[config.mk]
export PLATFORM = sky130hd
export DESIGN_NAME = arb_mux_n
export DESIGN_NICKNAME = d
export VERILOG_FILES = /design/src/rtl/arb_mux_n.sv
export SDC_FILE = /design/constraint.sdc
export NUM_CORES = 1
export LEC_CHECK = 0
export ABC_AREA = 1
export CAP_MARGIN = 40
export CORE_UTILIZATION = 39
export DETAILED_ROUTE_END_ITERATION = 7
export PLACE_DENSITY = 0.87
export SYNTH_ARGS = -nofsm -noshare
export SYNTH_HDL_FRONTEND = slang
export SYNTH_SLANG_ARGS = --single-unit
[constraint.sdc]
create_clock -name clk -period 2.3 [get_ports clk]
set_input_delay 0.575 -clock clk [delete_from_list [all_inputs] [get_ports clk]]
set_output_delay 0.575 -clock clk [all_outputs]
set_load 0.05 [all_outputs]
[src/rtl/arb_mux_n.sv]
// N-input registered arbitrating multiplexer: grants one valid producer per cycle
// (fixed priority or round-robin) and captures its word into a single output register.
module arb_mux_n #(
    parameter int LEN   = 32,
    parameter int N     = 4,
    parameter int MODE  = 0,
    parameter int SEL_W = (N > 1) ? $clog2(N) : 1
) (
    input  logic             clk,
    input  logic             rst_n,
    input  logic             flush,
    input  logic [N-1:0]     in_valid,
    input  logic [N*LEN-1:0] in_data,
    output logic [N-1:0]     in_ready,
    output logic             out_valid,
    output logic [LEN-1:0]   out_data,
    output logic [SEL_W-1:0] out_sel,
    input  logic             out_ready
);

    // Handshake: a word moves on any edge where valid & ready are both high on that
    // side; valid never waits for ready, and in_ready is a one-hot (or zero) grant.
    logic             can_load;
    logic             grant_any;
    logic             take;
    logic [SEL_W-1:0] grant_idx;
    logic [SEL_W-1:0] ptr;
    logic [LEN-1:0]   grant_data;

    assign can_load = !out_valid || out_ready;

    // Round-robin scans from the slot after the last winner; fixed priority from 0.
    always_comb begin
        int j;
        grant_any  = 1'b0;
        grant_idx  = '0;
        grant_data = '0;
        for (int k = 0; k < N; k++) begin
            j = k;
            if (MODE == 1) j = (int'(ptr) + 1 + k) % N;
            if (!grant_any && in_valid[j]) begin
                grant_any  = 1'b1;
                grant_idx  = SEL_W'(j);
                grant_data = in_data[j*LEN +: LEN];
            end
        end
    end

    always_comb begin
        in_ready = '0;
        if (rst_n && !flush && can_load && grant_any) in_ready[grant_idx] = 1'b1;
    end

    assign take = |in_ready;

    always_ff @(posedge clk) begin
        if (!rst_n) begin
            out_valid <= 1'b0;
            out_data  <= '0;
            out_sel   <= '0;
            ptr       <= SEL_W'(N - 1);
        end else if (flush) begin
            out_valid <= 1'b0;
        end else if (take) begin
            out_valid <= 1'b1;
            out_data  <= grant_data;
            out_sel   <= grant_idx;
            ptr       <= grant_idx;
        end else if (out_ready) begin
            out_valid <= 1'b0;
        end
    end

endmodule
==> flow_summary.yaml <==
placed_design:
  pre_cts_slack_ns: -0.201
  dpl-instance-area_um2: 4410
  place_inst: 691
  io_buffers: 174
  detailed_place_hpwl_um: 7100
  gp_routability_congestion: 0.841
synth:
  synth.distinct_cells: 22
  syn-mean-instance-area_um2: 5.70
  yosysWarningCount: 0
  sequential_cell_area_fraction_in_the_yosys_report_pct: 27.0
  postSynthNetCount: 592
  postSynth.topFlopCell: "dfxtp_1"
  ys_seq_elements: 35
  syn-cell-area_um2: 2600
  synth-edff-count: 0
  syn_inst: 456
  async_reset_ff_share_pct: 0
global_route:
  grt_overflow_total: 0
  maximum_number_of_pins_on_one_net_before_global_route_repair: 35
  wire_length_of_the_first_global_routing_pass_um: 15600
  via_count_of_the_first_global_routing_pass: 3516
  grt.total_usage_pct: 27.1
  antenna_found_initial: 0
sta:
  unrepaired_setup_endpoints_after_global_routing: "false"
  fin_crit_ns: 2.24
  setup-violations-final: 0
  worst_slew_margin_rel_pct: 64.4
  maxClockFrequency_ghz: 0.447
  max_slew.worst_pin.slew_ns: 0.532
  final-max-slew-violation-count: 0
  final_worst_path_period_share_pct: 97.2
  clock-skew-final_ns: 0.00294
  timing_hold_violations_final: 0
  finalHoldWorstSlack_ns: 0.491
  layout_setup_ws_ns: 0.0649
layout:
  antenna_cells: 0
  drive_above_1_share_pct: 7.23
  finish.instance_area_um2: 4550
  filler_cell_count: 563
  area.growth.synth_to_final_pct: 75.3
  utilization_after_layout_pct: 71.3
  instances_no_fill: 699
  area_used_by_multi_input_combinational_logic_um2: 1580
  seqCellArea_um2: 701
  design.final.nets: 758
clocking:
  cts.path.max_buffers: 2
  tritoncts: "built"
  htree_levels: 2
  cts_sinks: 35
  clock_root_buffer: "clkbuf_8"
  cts_hold_repair.buffers: 0
  clkLatencyLatePin_ns: 0.27
  total_cts_buffers: 5
  cts.clk_slew.worst_paths_ns: 0.07
worst_setup_path:
  crit_path_top_delay_cell: "dlygate4sd2_1"
  critical_path_required_ns: 1.73
  flop_to_flop_setup_slack_ns: 0.91
  critPathMaxStageDelay_ns: 0.28
  worstPathArrival_ns: 1.66
  setup.worst_path.end_class: "output port"
  cp_max_fo: 3
  criticalPathCategory: "in2out"
  worst_setup_start_kind: "input pin"
  crit_path_cell_trace: "dlygate4sd2_1, buf_4, nor2_2, inv_1, nand2_1, nor3_4, buf_6"
detailed_routing:
  vias: 3568
  detail_route.iter0.violations: 158
  number_of_vias_per_cell: 5.10
  route.antenna.remaining_nets: 0
  routedWlPerCell_um: 13.6
  route.detailed.drc: 0
  dr.pass1.iters: 4
  route.final.wire_length_um: 9520
outcome:
  status: "finished, final reports clean"
die:
  floorplan.initialDensity_pct: 40.7
  die_x_um: 83.6
  die_area_um2: 6990
  coreArea_um2: 6390
  die_y_um: 83.6
  placement_rows: 29
  floorplan.io_pins: 175
worst_hold_path:
  holdCritPathClass: "reg2reg"
pwr:
  power.density_cell_area_nw_per_um2: 444
  max-vdd-ir-drop_v: 0.000334
  power.leakage_nw: 2.02
flow_run:
  cap_violations: 0
## layout make-up
type,instances,share of cell area [%]
repair buffers,198,42.3
multi-input cells,343,34.8
well taps,77,2.12
clock inverters,1,0.659
flip-flops and latches,35,15.4
inverters,39,3.21
clock buffers,6,1.59
## cells in the mapped netlist (2+ instances only)
cell	n	share of area (%)
nand4_1	32	7.7
inv_1	38	5.5
clkbuf_1	7	1.0
nor3_1	2	0.39
dfxtp_1	35	27
buf_2	16	3.1
buf_6	2	0.87
nand3_1	97	19
nand2_1	131	19
buf_4	6	1.7
buf_1	8	1.2
nor2_1	72	10
## worst max-delay path: cells and delay by family
kind	cells	cell delay [ns]
buffers and inverters	4	0.68
AND/OR/NAND/NOR	3	0.39
## layout by cell type, fill, tap and decap left out, drive strengths merged
master         instances
a21oi                  1
buf                   28
bufinv                 1
clkbuf                 6
clkdlybuf4s50        163
dfxtp                 35
dlygate4sd2            5
dlymetal6s2s           2
inv                   39
nand2                133
nand3                 97
nand3b                 1
nand4                 32
nor2                  75
nor3                   2
o21ai                  2
## stage by stage
step                power, W  setup TNS [ns]
detailed placement   0.00149          -0.616
global placement     0.00148          -0.517
floorplan            0.00111          -0.568
CTS                  0.00203               0
finish               0.00202               0
global route         0.00213               0
## sequential cells by signal, summed over array words and instances (netlist names)
signal     flops
out_data      32
out_sel        2
out_valid      1
## per-layer routing
layer | global-route usage [%] | vias to the layer above | wire (um)
li1 | - | 1789 | -
met1 | 30.0 | 1608 | 3740
met2 | 50.0 | 157 | 4830
met3 | 7.52 | 14 | 809
met4 | 8.01 | 0 | 139
met5 | 0 | - | 0
## worst paths after layout
check,start,endpoint,depth (start not counted)
max,in_valid[0],in_ready[0],7
min,out_sel[0]$_SDFFE_PN0P_,out_sel[0]$_SDFFE_PN0P_,2
max reg2reg,out_valid$_SDFFE_PP0P_,out_data[5]$_SDFFE_PN0P_,8
min reg2reg,out_sel[0]$_SDFFE_PN0P_,out_sel[0]$_SDFFE_PN0P_,2
## cell families after synthesis
logic type      after synthesis  share of synthesized area (%)
buf+inv                      78                           13.5
flops                        35                           27.0
compound gates                3                          0.577
simple gates                340                           59.0
## what timing repair did
item                       CTS  global route
resized for setup           10             8
gates cloned                 0             0
setup endpoints to repair    4             4
pin swaps                    3             3
setup buffers                1             1
## power by group
group,switching [W],leakage [nW],total [W],internal [W]
combinational,0.000429,1.68,0.000815,0.000386
clock,0.000217,0.0513,0.000535,0.000318
sequential,0.0000216,0.288,0.000671,0.000650
Note: power is estimated with default switching activity, not from simulation.
